## src/rtl/multi_grant_rr_allocator_if.sv

```systemverilog
// ---------------------------------------------------------------------------
// multi_grant_rr_allocator_if
//   Bundles the request side and the grant side of the multi-grant allocator.
//   master : the environment (request sources + consumer)
//   slave  : the allocator itself
// Signals
//   i_req        REQ_N          level request vector, bit k = requester k
//   i_ready      1              consumer accepts the current grant set
//   o_grant_idx  GRANT_N*OUT_N  slot s index at [s*OUT_N +: OUT_N]
//   o_grant_vld  GRANT_N        slot s holds a valid grant
//   o_grant_mask REQ_N          OR of one-hot(idx) over valid slots
//   o_valid      1              any slot valid
// ---------------------------------------------------------------------------
interface multi_grant_rr_allocator_if #(
   parameter int REQ_N   = 12,
   parameter int GRANT_N = 2,
   parameter int OUT_N   = $clog2(REQ_N)
);
   logic [REQ_N-1:0]         i_req;
   logic                     i_ready;
   logic [GRANT_N*OUT_N-1:0] o_grant_idx;
   logic [GRANT_N-1:0]       o_grant_vld;
   logic [REQ_N-1:0]         o_grant_mask;
   logic                     o_valid;

   modport master (
      output i_req,
      output i_ready,
      input  o_grant_idx,
      input  o_grant_vld,
      input  o_grant_mask,
      input  o_valid
   );

   modport slave (
      input  i_req,
      input  i_ready,
      output o_grant_idx,
      output o_grant_vld,
      output o_grant_mask,
      output o_valid
   );
endinterface

```

## src/rtl/multi_grant_rr_allocator.sv

```systemverilog
// ---------------------------------------------------------------------------
// multi_grant_rr_allocator
//   Registered allocator: on every load cycle (no grant held, or the consumer
//   accepts the held one) it picks up to GRANT_N distinct active requesters,
//   scanning from a rotating pointer (RR_EN=1) or from index 0 (RR_EN=0).
//   While a grant set is held and not accepted, everything is frozen.
// Ports
//   i_clk    clock, rising edge
//   i_rst_n  asynchronous active-low reset
//   bus      allocator side (slave modport) of multi_grant_rr_allocator_if
// ---------------------------------------------------------------------------
module multi_grant_rr_allocator #(
   parameter int REQ_N   = 12,
   parameter int GRANT_N = 2,
   parameter int RR_EN   = 1,
   parameter int OUT_N   = $clog2(REQ_N)
) (
   input  logic                        i_clk,
   input  logic                        i_rst_n,
   multi_grant_rr_allocator_if.slave   bus
);

   if (REQ_N < 2 || GRANT_N < 1 || GRANT_N > REQ_N) begin : g_bad_param
      $error("multi_grant_rr_allocator: illegal REQ_N/GRANT_N combination");
   end

   // One extra bit so start+offset can be range-reduced without overflow.
   localparam logic [OUT_N:0]   REQ_N_X  = (OUT_N+1)'(REQ_N);
   localparam logic [OUT_N-1:0] LAST_IDX = OUT_N'(REQ_N - 1);

   logic [OUT_N-1:0]         ptr_q, ptr_d;
   logic [GRANT_N*OUT_N-1:0] idx_q, idx_d;
   logic [GRANT_N-1:0]       vld_q, vld_d;
   logic [REQ_N-1:0]         mask_q, mask_d;
   logic                     valid_q, valid_d;

   logic                     load_s;
   logic [OUT_N-1:0]         start_s;
   logic [OUT_N:0]           pos_s;
   logic [REQ_N-1:0]         rot_s;
   logic [REQ_N-1:0]         remain_s;
   logic                     found_s;
   logic [OUT_N-1:0]         sel_k_s;
   logic [OUT_N:0]           sum_s;
   logic [OUT_N-1:0]         idx_s;
   logic [OUT_N-1:0]         last_idx_s;
   logic [GRANT_N*OUT_N-1:0] sel_idx_s;
   logic [GRANT_N-1:0]       sel_vld_s;
   logic [REQ_N-1:0]         sel_mask_s;
   logic [OUT_N-1:0]         sel_ptr_s;

   // Rotate the request vector so that bit 0 is the first requester scanned.
   always_comb begin
      start_s = (RR_EN != 0) ? ptr_q : '0;
      rot_s   = '0;
      pos_s   = '0;
      for (int k = 0; k < REQ_N; k++) begin
         pos_s = {1'b0, start_s} + (OUT_N+1)'(k);
         if (pos_s >= REQ_N_X) begin
            pos_s = pos_s - REQ_N_X;
         end else begin
            pos_s = pos_s;
         end
         rot_s[k] = bus.i_req[pos_s[OUT_N-1:0]];
      end
   end

   // Cascaded search: each stage takes the lowest remaining rotated bit and
   // removes it, so later slots can never repeat an earlier index.
   always_comb begin
      remain_s   = rot_s;
      found_s    = 1'b0;
      sel_k_s    = '0;
      sum_s      = '0;
      idx_s      = '0;
      last_idx_s = '0;
      sel_idx_s  = '0;
      sel_vld_s  = '0;
      sel_mask_s = '0;
      for (int s = 0; s < GRANT_N; s++) begin
         found_s = 1'b0;
         sel_k_s = '0;
         // Descending scan so the lowest set bit is the one that sticks.
         for (int k = REQ_N - 1; k >= 0; k--) begin
            if (remain_s[k]) begin
               found_s = 1'b1;
               sel_k_s = OUT_N'(k);
            end else begin
               found_s = found_s;
            end
         end
         if (found_s) begin
            remain_s[sel_k_s] = 1'b0;
            sum_s = {1'b0, start_s} + {1'b0, sel_k_s};
            if (sum_s >= REQ_N_X) begin
               sum_s = sum_s - REQ_N_X;
            end else begin
               sum_s = sum_s;
            end
            idx_s                          = sum_s[OUT_N-1:0];
            sel_vld_s[s]                   = 1'b1;
            sel_idx_s[s*OUT_N +: OUT_N]    = idx_s;
            sel_mask_s[idx_s]              = 1'b1;
            last_idx_s                     = idx_s;
         end else begin
            remain_s = remain_s;
         end
      end

      // Explicit wrap keeps ptr below REQ_N for non-power-of-2 sizes.
      if (RR_EN == 0) begin
         sel_ptr_s = '0;
      end else if (|sel_vld_s) begin
         if (last_idx_s == LAST_IDX) begin
            sel_ptr_s = '0;
         end else begin
            sel_ptr_s = last_idx_s + OUT_N'(1);
         end
      end else begin
         sel_ptr_s = ptr_q;
      end
   end

   // Next-state: take the new selection on a load cycle, otherwise hold.
   always_comb begin
      load_s = !valid_q || bus.i_ready;
      if (load_s) begin
         idx_d   = sel_idx_s;
         vld_d   = sel_vld_s;
         mask_d  = sel_mask_s;
         valid_d = |sel_vld_s;
         ptr_d   = sel_ptr_s;
      end else begin
         idx_d   = idx_q;
         vld_d   = vld_q;
         mask_d  = mask_q;
         valid_d = valid_q;
         ptr_d   = ptr_q;
      end
   end

   // State and output registers.
   always_ff @(posedge i_clk or negedge i_rst_n) begin
      if (!i_rst_n) begin
         idx_q   <= '0;
         vld_q   <= '0;
         mask_q  <= '0;
         valid_q <= 1'b0;
         ptr_q   <= '0;
      end else begin
         idx_q   <= idx_d;
         vld_q   <= vld_d;
         mask_q  <= mask_d;
         valid_q <= valid_d;
         ptr_q   <= ptr_d;
      end
   end

   assign bus.o_grant_idx  = idx_q;
   assign bus.o_grant_vld  = vld_q;
   assign bus.o_grant_mask = mask_q;
   assign bus.o_valid      = valid_q;

endmodule

```

## src/flat_wrapper.sv

```systemverilog
// flat-port wrapper written by rule: the top's interface ports become plain ports
module multi_grant_rr_allocator_flat 
#(
   parameter int REQ_N   = 12,
   parameter int GRANT_N = 2,
   parameter int RR_EN   = 1,
   parameter int OUT_N   = $clog2(REQ_N)
)
  (i_clk, i_rst_n, bus_i_req, bus_i_ready, bus_o_grant_idx, bus_o_grant_vld, bus_o_grant_mask, bus_o_valid);
  multi_grant_rr_allocator_if #(.REQ_N(REQ_N), .GRANT_N(GRANT_N), .OUT_N(OUT_N)) bus_i ();
  input  logic i_clk;
  input  logic i_rst_n;
  input wire logic [$bits(bus_i.i_req)-1:0] bus_i_req;
  input wire logic [$bits(bus_i.i_ready)-1:0] bus_i_ready;
  output wire logic [$bits(bus_i.o_grant_idx)-1:0] bus_o_grant_idx;
  output wire logic [$bits(bus_i.o_grant_vld)-1:0] bus_o_grant_vld;
  output wire logic [$bits(bus_i.o_grant_mask)-1:0] bus_o_grant_mask;
  output wire logic [$bits(bus_i.o_valid)-1:0] bus_o_valid;
  assign bus_i.i_req = bus_i_req;
  assign bus_i.i_ready = bus_i_ready;
  assign bus_o_grant_idx = bus_i.o_grant_idx;
  assign bus_o_grant_vld = bus_i.o_grant_vld;
  assign bus_o_grant_mask = bus_i.o_grant_mask;
  assign bus_o_valid = bus_i.o_valid;
  multi_grant_rr_allocator #(.REQ_N(REQ_N), .GRANT_N(GRANT_N), .RR_EN(RR_EN), .OUT_N(OUT_N)) u_core (.i_clk(i_clk), .i_rst_n(i_rst_n), .bus(bus_i));
endmodule
```

## config.mk

```make
export PLATFORM = sky130hd
export DESIGN_NAME = multi_grant_rr_allocator_flat
export DESIGN_NICKNAME = d
export VERILOG_FILES = /design/src/rtl/multi_grant_rr_allocator_if.sv /design/src/rtl/multi_grant_rr_allocator.sv /design/src/flat_wrapper.sv
export SDC_FILE = /design/constraint.sdc
export NUM_CORES = 1
export LEC_CHECK = 0
export ABC_CLOCK_PERIOD_IN_PS = 7400
export BUFFER_PORTS_ARGS = -buffer_cell sky130_fd_sc_hd__buf_2
export CAP_MARGIN = 10
export CORE_MARGIN = 2
export CORE_UTILIZATION = 50
export CTS_CLUSTER_SIZE = 16
export DETAILED_ROUTE_END_ITERATION = 8
export PLACE_DENSITY_LB_ADDON = 0.1
export SLEW_MARGIN = 20
export SYNTH_ARGS = -nofsm -noshare
export SYNTH_HDL_FRONTEND = slang
export SYNTH_SLANG_ARGS = --single-unit
```

## constraint.sdc

```tcl
create_clock -name i_clk -period 7.4 [get_ports i_clk]
set_input_delay 1.48 -clock i_clk [delete_from_list [all_inputs] [get_ports i_clk]]
set_output_delay 1.48 -clock i_clk [all_outputs]
set_load 0.02 [all_outputs]
```

==> flow_summary_export.csv <==
group,metric,value,unit
route,m1WireLength,5.20,mm
clock_network,root_buffer,"clkbuf_8",
route,routed.top_layer,"met4",
synthesis,ys.flop_type,"dfrtp_1",
synthesis,yosysSeqAreaShare,17.3,%
timing,worstMarginPinSlew,0.663,ns
timing,finalCritPeriodShare,92.2,%
timing,rsz0062_at_grt,"false",
setup_path,critPathMaxFanout,9,
clock_network,cts_buffer_depth,2,
finish,diodes,0,
synthesis,synth.top_cells.by_area,"dfrtp_1 (17%), ha_1 (11%), mux4_2 (7.5%)",
finish,drive_gt1_share,23.0,%
synthesis,synth-seq-cells,27,
setup_path,crit_path_frequent_cell,"ha_1",
timing,slew_headroom,55.7,%
clock_network,cts_sinks,27,
die,io_pins,38,
synthesis,synthTopCellsByCount,"nand2_1 (41), ha_1 (34), nor2_1 (34)",
setup_path,crit_arrival,7.03,ns
global_routing,track_usage,24.9,%
placed_design,pre_cts_ws,0.241,ns
route,wl_met2,4.60,mm
route,drc,0,
synthesis,synthesis.area,0.00390,mm2
synthesis,synth_edf_count,0,
synthesis,synth_nets,507,
timing,clock_skew,0.00529,ns
clock_network,clk_pin_slew,0.10,ns
setup_path,max_stage_delay,0.56,ns
global_routing,grt_max_degree,33,
synthesis,synth_top_area_share,17.3,%
timing,setup_viol,0,
die,die_area,0.00853,mm2
timing,slew_viol_final,0,
timing,timing.fmax,147,MHz
finish,register_area,677,um2
synthesis,avgSynthCellArea,8.56,um2
finish,nets,544,
placed_design,place.gp.congestion,0.886,
route,routed-wl-met3,518,um
setup_path,critPathKind,"flip-flop to flip-flop",
setup_path,cp-end-kind,"flip-flop",
die,die_y,92.4,um
synthesis,yosysTopAreaCell,"dfrtp_1",
route,wl_per_cell,17.5,um
global_routing,antenna_found_initial,0,
outcome,status,"finished, final reports clean",
route,dr.pass1.iters,4,
run,maxCapViolations,0,
global_routing,grt_first_pass_wirelength,17.3,mm
placed_design,portBuffers,37,
clock_network,clk_latency,0.29,ns
route,viasPerCell,6.32,
synthesis,yosysUniqueCellTypes,86,
route,drt_iter0_drc,288,
finish,syn_to_final_growth,9.48,%
global_routing,gr-total-overflow,0,
setup_path,worstSetupStartpointType,"flip-flop",
setup_path,crit_path_top_delay_cell,"or4_1",
die,design.core.area,0.00765,mm2
setup_path,crit_required,7.61,ns
route,vias,3757,
clock_network,cts_buffers,3,
clock_network,cts-hold-fix-buffers,0,
finish,multiInputGateArea,0.00302,mm2
clock_network,h-tree-depth,1,
die,die-width,92.4,um
timing,worst_slack,0.579,ns
synthesis,yosysWarnings,0,
finish,fillers,711,
synthesis,yosysMostFrequentCell,"nand2_1",
synthesis,async_reset_ff_share,100,%
clock_network,cts_tree,"yes",
worst_hold_path,min-delay-path-class,"flip-flop to flip-flop",
timing,hold_viol_final,0,
route,finalWirelength,10.4,mm
global_routing,first_global_vias,3470,
timing,tns,0,ns
route,ant_nets,0,
timing,period_needed,6.82,ns
die,start_util,51.1,%
placed_design,place_hpwl,8.04,mm
die,fp-row-count,32,
synthesis,synth_cells,456,
kinds of logic (layout without fill, tap and decap cells):
| logic type | count (synthesis) | count (layout) | share of synthesized area [%] |
|---|---|---|---|
| xor+xnor | 13 | 13 | 3.59 |
| simple gates | 156 | 156 | 21.2 |
| compound gates | 145 | 145 | 27.1 |
| buf+inv | 48 | 84 | 6.06 |
| flops | 27 | 27 | 17.3 |
| mux | 29 | 29 | 12.3 |
| fa+ha+maj | 38 | 38 | 12.4 |
layer usage:
layer  global-route usage [%]  up-vias
li1                         -     1797
met1                     37.8     1826
met2                     37.7      121
met3                     3.25       13
met4                     5.22        0
met5                        0        -
final cells by class:
cell class                 instances  share of cell area (%)
sequential                        27                    15.8
timing repair buffer              50                    6.61
clock inverter                     1                   0.176
multi-input combinational        381                    70.7
tap                              102                    2.99
clock buffer                       3                   0.966
inverter                          30                    2.72
registers in the layout (all words and copies together), names as in the netlist:
| signal | cells |
|---|---|
| u_core.bus.o_grant_vld | 2 |
| u_core.bus.o_grant_mask | 12 |
| u_core.ptr_q | 4 |
| u_core.bus.o_valid | 1 |
| u_core.bus.o_grant_idx | 8 |
repair_timing:
action                                  in CTS  in global routing
hold endpoints to repair                     0                  0
resized for setup                            0                  7
endpoints found under the setup margin       0                 15
setup buffers                                0                  5
worst paths after layout:
| path | start | end | slack [ns] | cells past startpoint |
|---|---|---|---|---|
| setup / recovery | u_core.ptr_q[1] | u_core.ptr_q[2] | 0.58 | 28 |
| hold / removal | u_core.bus.o_grant_idx[4] | u_core.bus.o_grant_idx[4] | 0.48 | 2 |
| setup reg to reg | u_core.ptr_q[1] | u_core.ptr_q[2] | 0.58 | 28 |
| hold reg to reg | u_core.bus.o_grant_idx[4] | u_core.bus.o_grant_idx[4] | 0.48 | 2 |
| max in group asynchronous | i_rst_n | u_core.ptr_q[1] | 5.76 | 1 |
| min in group asynchronous | i_rst_n | u_core.bus.o_grant_idx[4] | 1.20 | 1 |
per-stage QoR:
step / std cells / area, um2 / hold WS, ns / utilization, %
floorplan: 456 / 3910 / 0.583 / -
global placement: 585 / 4160 / 0.448 / 54.4
detailed placement: 585 / 4160 / 0.462 / 54.4
CTS: 589 / 4210 / 0.485 / 55.0
global route: 594 / 4280 / 0.509 / 55.9
finish: 594 / 4280 / 0.478 / 55.9
worst max-delay path: cells and delay by family, from the launching register on:
family | cells | cell delay (ns)
AOI/OAI and AO/OA | 12 | 2.62
buffers and inverters | 3 | 0.32
muxes | 2 | 0.65
DFF | 1 | 0.50
and+or+nand+nor | 4 | 0.82
adders and majority gates | 5 | 1.30
xor gates and xnor gates | 2 | 0.51
cell usage in the layout, fill, tap and decap left out, types with 3 or more instances in the layout:
cell / Yosys / routed
a211oi_1: 4 / 4
a221o_1: 7 / 7
nand2b_1: 8 / 8
clkbuf_8: 0 / 3
nor3_1: 11 / 11
and2_1: 3 / 3
a21oi_1: 32 / 31
xnor2_1: 8 / 7
buf_2: 0 / 37
mux4_2: 13 / 13
nor2b_1: 13 / 12
o21bai_1: 3 / 3
inv_1: 29 / 28
dfrtp_1: 27 / 26
o221ai_1: 3 / 3
o31ai_1: 5 / 5
buf_4: 7 / 13
o21ai_0: 27 / 27
a22oi_1: 5 / 5
mux2i_1: 9 / 9
nor2_1: 34 / 33
a21o_1: 8 / 8
nand3_1: 16 / 16
mux2_2: 5 / 5
a21oi_2: 4 / 5
ha_1: 34 / 33
xor2_1: 3 / 3
a31oi_1: 4 / 4
nand2_1: 41 / 41
o211ai_1: 3 / 3
or2_2: 5 / 5
Power is not shown: default switching activity piles up to over one toggle a cycle in this logic, so the estimate is an artifact.
